### src/rtl/hazard_pkg.sv
// Shared types for the EX forwarding / ID hazard control slice.
package hazard_pkg;

    // Per-lane EX operand mux select
    typedef enum logic [1:0] {
        FWD_RF  = 2'b00,
        FWD_WB  = 2'b01,
        FWD_MEM = 2'b10
    } fwd_sel_e;

    // Load-use stall sequencer
    typedef enum logic {
        HZ_IDLE,
        HZ_WAIT
    } hz_state_e;

    // Wide enough for MEM_LAT-1 with MEM_LAT up to 15
    localparam int unsigned WCNT_W = 4;

endpackage

### src/rtl/fwd_sel_lane.sv
// One source-operand lane: picks MEM, WB or regfile data for an EX operand.
module fwd_sel_lane
    import hazard_pkg::*;
#(
    parameter int unsigned RA_W = 5
) (
    input  logic [RA_W-1:0] rs_i,
    input  logic [RA_W-1:0] rd_mem_i,
    input  logic            regwrite_mem_i,
    input  logic [RA_W-1:0] rd_wb_i,
    input  logic            regwrite_wb_i,
    output fwd_sel_e        sel_o
);

    logic match_mem;
    logic match_wb;

    // MEM result is newer than WB, so it wins when both match; x0 never forwards
    always_comb begin
        match_mem = regwrite_mem_i && (rd_mem_i != '0) && (rd_mem_i == rs_i);
        match_wb  = regwrite_wb_i  && (rd_wb_i  != '0) && (rd_wb_i  == rs_i);
        sel_o     = FWD_RF;
        if (match_mem) begin
            sel_o = FWD_MEM;
        end else if (match_wb) begin
            sel_o = FWD_WB;
        end
    end

endmodule

### src/rtl/hazard_forward_unit.sv
// EX operand forwarding plus ID load-use stall, branch flush and stall counter.
module hazard_forward_unit
    import hazard_pkg::*;
#(
    parameter int unsigned NUM_SRC = 2,
    parameter int unsigned RA_W    = 5,
    parameter int unsigned MEM_LAT = 1,
    parameter int unsigned CNT_W   = 16
) (
    input  logic                    clk,
    input  logic                    reset,
    input  logic [NUM_SRC*RA_W-1:0] rs_id,
    input  logic [NUM_SRC*RA_W-1:0] rs_ex,
    input  logic [RA_W-1:0]         rd_ex,
    input  logic                    memread_ex,
    input  logic [RA_W-1:0]         rd_mem,
    input  logic                    regwrite_mem,
    input  logic [RA_W-1:0]         rd_wb,
    input  logic                    regwrite_wb,
    input  logic                    branch_taken_ex,
    output logic [NUM_SRC*2-1:0]    forward_sel,
    output logic                    stall_pc,
    output logic                    stall_ifid,
    output logic                    bubble_idex,
    output logic                    flush_ifid,
    output logic                    flush_idex,
    output logic [CNT_W-1:0]        stall_count
);

    hz_state_e          state_q, state_d;
    logic [WCNT_W-1:0]  wcnt_q, wcnt_d;
    logic [CNT_W-1:0]   stall_count_q;
    logic               load_use;
    logic               stall_act;
    logic               flush_act;
    fwd_sel_e           lane_sel [NUM_SRC];

    for (genvar g = 0; g < NUM_SRC; g++) begin : g_lane
        fwd_sel_lane #(.RA_W(RA_W)) u_lane (
            .rs_i           (rs_ex[g*RA_W +: RA_W]),
            .rd_mem_i       (rd_mem),
            .regwrite_mem_i (regwrite_mem),
            .rd_wb_i        (rd_wb),
            .regwrite_wb_i  (regwrite_wb),
            .sel_o          (lane_sel[g])
        );
        // Outputs are forced low while reset is held
        assign forward_sel[g*2 +: 2] = reset ? 2'b00 : lane_sel[g];
    end

    // Load-use: any ID source reads the (non-x0) destination of a load in EX
    always_comb begin
        load_use = 1'b0;
        for (int unsigned i = 0; i < NUM_SRC; i++) begin
            if (memread_ex && (rd_ex != '0) && (rd_ex == rs_id[i*RA_W +: RA_W])) begin
                load_use = 1'b1;
            end
        end
    end

    // Stall is raised in the hazard cycle itself, then held through WAIT; flush masks it
    always_comb begin
        flush_act   = !reset && branch_taken_ex;
        stall_act   = !reset && !branch_taken_ex && ((state_q == HZ_WAIT) || load_use);
        stall_pc    = stall_act;
        stall_ifid  = stall_act;
        bubble_idex = stall_act;
        flush_ifid  = flush_act;
        flush_idex  = flush_act;
        stall_count = stall_count_q;
    end

    // Next state: IDLE covers the first stall cycle, WAIT covers the remaining MEM_LAT-1
    always_comb begin
        state_d = state_q;
        wcnt_d  = wcnt_q;
        if (branch_taken_ex) begin
            state_d = HZ_IDLE;
            wcnt_d  = '0;
        end else if (state_q == HZ_IDLE) begin
            if (load_use && (MEM_LAT > 1)) begin
                state_d = HZ_WAIT;
                wcnt_d  = WCNT_W'(MEM_LAT - 1);
            end
        end else begin
            if (wcnt_q <= WCNT_W'(1)) begin
                state_d = HZ_IDLE;
                wcnt_d  = '0;
            end else begin
                wcnt_d  = wcnt_q - WCNT_W'(1);
            end
        end
    end

    // State, wait counter and saturating stall-cycle counter
    always_ff @(posedge clk or posedge reset) begin
        if (reset) begin
            state_q       <= HZ_IDLE;
            wcnt_q        <= '0;
            stall_count_q <= '0;
        end else begin
            state_q <= state_d;
            wcnt_q  <= wcnt_d;
            if (stall_act && (stall_count_q != '1)) begin
                stall_count_q <= stall_count_q + CNT_W'(1);
            end
        end
    end

endmodule
### config.mk
export PLATFORM = sky130hd
export DESIGN_NAME = hazard_forward_unit
export DESIGN_NICKNAME = d
export VERILOG_FILES = /design/src/rtl/hazard_pkg.sv /design/src/rtl/fwd_sel_lane.sv /design/src/rtl/hazard_forward_unit.sv
export SDC_FILE = /design/constraint.sdc
export NUM_CORES = 1
export LEC_CHECK = 0
export BUFFER_PORTS_ARGS = -buffer_cell sky130_fd_sc_hd__buf_2
export CORE_MARGIN = 2
export CORE_UTILIZATION = 35
export CTS_CLUSTER_SIZE = 8
export DETAILED_ROUTE_END_ITERATION = 10
export PLACE_DENSITY = 0.73
export SLEW_MARGIN = 5
export SYNTH_ARGS = -nofsm -noshare
export SYNTH_HDL_FRONTEND = slang
export SYNTH_SLANG_ARGS = --single-unit
### constraint.sdc
create_clock -name clk -period 2.5 [get_ports clk]
set_input_delay 0.25 -clock clk [delete_from_list [all_inputs] [get_ports clk]]
set_output_delay 0.25 -clock clk [all_outputs]
set_load 0.02 [all_outputs]
==> results_dict.tcl <==
set metrics [dict create \
    outcome "complete, no violations" \
    cp_top_family "simple AND/OR/NAND/NOR gates" \
    syn2layout_area_growth_pct 26.6 \
    htreeDepth 1 \
    cts.path.max_buffers 2 \
    power.density_mw_per_mm2 384 \
    end_kind "output pin" \
    grt_pass1_wl_um 5580 \
    coreArea_mm2 0.00426 \
    cts_resized 0 \
    grt_overflow 0 \
    wire_per_inst_um 11.6 \
    path_class "in -> out" \
    grt_max_degree 22 \
    grt_pass1_vias 1308 \
    cts_hold_buf 0 \
    worstPathMaxFanout 4 \
    finalHoldViolCount 0 \
    layout-drive-gt1-share_pct 35.4 \
    start_kind "input port" \
    routabilityCongestion 0.826 \
    synth-simple-area-share_pct 25.5 \
    relSlewSlack_pct 51.8 \
    finalCriticalPeriod_ns 1.94 \
    seq_area_frac_synth_pct 34.5 \
    rsz0062_at_grt "no" \
    vias 1381 \
    postSynthCellCount 163 \
    synth-xor-area-share_pct 24.1 \
    grtUsageTotal_pct 13.9 \
    synth_top_family_by_area "simple AND/OR/NAND/NOR gates" \
    syn_nets 207 \
    fillers 408 \
    setup_viol 0 \
    clock_skew_ns 0.00316 \
    p_leak_nw 0.921 \
    die-height_um 70.0 \
    finalCritPeriodShare_pct 77.7 \
    critPathMostFrequentCell "buf_2" \
    cts_tree "yes" \
    drcViolationCount 0 \
    crit_chain "buf_2 -> or4_1 -> o21ai_2 -> nor3_1 -> nor4_1 -> buf_2" \
    cts_setup_buffers 0 \
    ios 66 \
    irDropWorstVdd_v 0.000158 \
    numCtsBuffers 3 \
    wl_um 3270 \
    syn_area_mm2 0.00153 \
    tightest_slew_ns 0.714 \
    synth.distinct_cells 32 \
    fp.dieArea_mm2 0.00490 \
    cts_root_buf "clkbuf_8" \
    yosysWarnings 0 \
    hold_path.class "in -> async" \
    synthAdderAreaFrac_pct 2.46 \
    drt_first_pass_iters 4 \
    antenna_found_initial 0 \
    port_buffers 65 \
    num_rows 24 \
    synth_compound_area_share_pct 6.81 \
    n_antenna_cell 0 \
    cp_num_buf_inv 2 \
    slowest_stage "or4_1" \
    clk_latency_ns 0.25 \
    die_x_um 70.0 \
    pre_cts_ws_ns 0.492 \
    nets 274 \
    syn_avg_cell_area_um2 9.36 \
    postRouteAntennaNets 0 \
    max_freq_mhz 515 \
    viasPerCell 4.91 \
    design_area_mm2 0.00193 \
    arrival_ns 1.69 \
    worstPathRequired_ns 2.25 \
    drt_iter0_drc 32 \
    cpPeakStageDelay_ns 0.54 \
    initial_utilization_pct 35.8 \
    detailed_place_hpwl_um 2670 \
    slew_violations 0 \
    dpl_cell_area_mm2 0.00189 \
    synthMuxAreaShare_pct 2.21 \
    clock_sinks 21 \
    power.total_mw 0.741 \
    clk_pin_slew_ns 0.07 \
    setup_tns_ns 0 \
    synth_seq_cells 21 \
    cap_violations 0 \
    post-route-worst-setup-slack_ns 0.558 \
]
==> final timing paths <==
path                                       startpoint                          to  slack [ns]  cells past startpoint
min in group clk                      branch_taken_ex       wcnt_q[2]$_DFFE_PP0P_        0.19                      2
max reg2reg                stall_count[0]$_DFFE_PP0P_  stall_count[4]$_DFFE_PP0P_        0.68                      7
max in group asynchronous                       reset  stall_count[4]$_DFFE_PP0P_        2.19                      3
min reg2reg                stall_count[5]$_DFFE_PP0P_  stall_count[5]$_DFFE_PP0P_        0.49                      1
max                                         rd_mem[0]              forward_sel[2]        0.56                      6
min                                             reset       wcnt_q[2]$_DFFE_PP0P_        0.09                      3
==> worst reg2reg max path, cell delays in order (launching register included) <==
cell	delay, ns
dfrtp_1	0.44
ha_1	0.25
and2_1	0.20
and2_1	0.20
nand4_1	0.12
buf_4	0.20
nand4_1	0.14
xnor2_1	0.16
==> sequential cells by signal (all words and copies together), names as in the netlist <==
register,count
stall_count,16
wcnt_q,4
state_q,1
==> stage by stage <==
step,util [%],hold slack (ns),instances
6_report,45.3,0.0894,281
5_1_grt,45.3,0.116,281
4_1_cts,45.3,0.0893,281
3_5_place_dp,44.2,0.371,277
3_3_place_gp,44.2,0.368,277
2_1_floorplan,-,0.235,163
==> power by group <==
part           internal (mW)  switching [mW]
clock network          0.113           0.103
registers              0.350          0.0151
logic                 0.0725          0.0863
total                  0.536           0.205
==> cells in the mapped netlist, drive strengths merged <==
master	number	area, um2
nand3	13	90.1
a31oi	2	12.5
and3	5	32.5
and2	2	12.5
or4	5	37.5
buf	5	45.0
xnor2	22	193
nor3b	1	7.51
mux2	3	33.8
nand2	13	48.8
nor4	5	31.3
a22oi	1	7.51
o311ai	1	8.76
ha	3	37.5
nand4	7	43.8
nor3	6	35.0
a21oi	3	15.0
o211ai	2	20.0
dfrtp	21	526
nor2b	1	6.26
inv	6	22.5
xor2	20	175
nor2	11	43.8
o21ai	5	40.0
==> cell families (layout without fill, tap and decap cells) <==
group	count (synthesis)	count (layout)
AND/OR/NAND/NOR	69	69
XOR/XNOR	42	42
flip-flops	21	21
AO/OA/AOI/OAI	14	14
buffers and inverters	11	77
adder cells (fa/ha/maj)	3	3
multiplexers	3	3
==> layer usage <==
metal	global-route usage, %	vias up	share of wire [%]
met5	0	-	0
met4	2.99	0	0.89
met3	4.33	4	7.2
met2	24.9	49	51
met1	16.4	625	41
li1	-	703	-
==> cell type report <==
type	count	area (um2)	area share, %
inverters	6	22.5	1.17
flip-flops and latches	21	526	27.2
repair buffers	67	340	17.6
clock buffers	4	45.0	2.33
well taps	52	65.1	3.37
multi-input cells	131	932	48.3
==> placed cells by master (no fill, tap or decap) <==
cell type  netlist  final
a21oi_1          3      3
a22oi_1          1      1
a31oi_1          2      2
and2_1           2      2
and3_1           4      4
and3_2           1      1
buf_2            0     65
buf_4            3      2
clkbuf_1         0      1
clkbuf_8         0      3
dfrtp_1         21     21
ha_1             3      3
inv_1            6      6
mux2_1           3      3
nand2_1         13     13
nand3_1          8      8
nand3_2          5      5
nand4_1          7      7
nor2_1          10     10
nor2_2           1      1
nor2b_1          1      1
nor3_1           5      5
nor3_2           1      1
nor3b_1          1      1
nor4_1           5      5
o211ai_1         1      1
o211ai_2         1      1
o21ai_0          3      3
o21ai_2          1      1
o21ai_4          1      1
o311ai_0         1      1
or4_1            5      5
xnor2_1         22     22
xor2_1          20     20
Note: power is estimated with default switching activity, not from simulation.
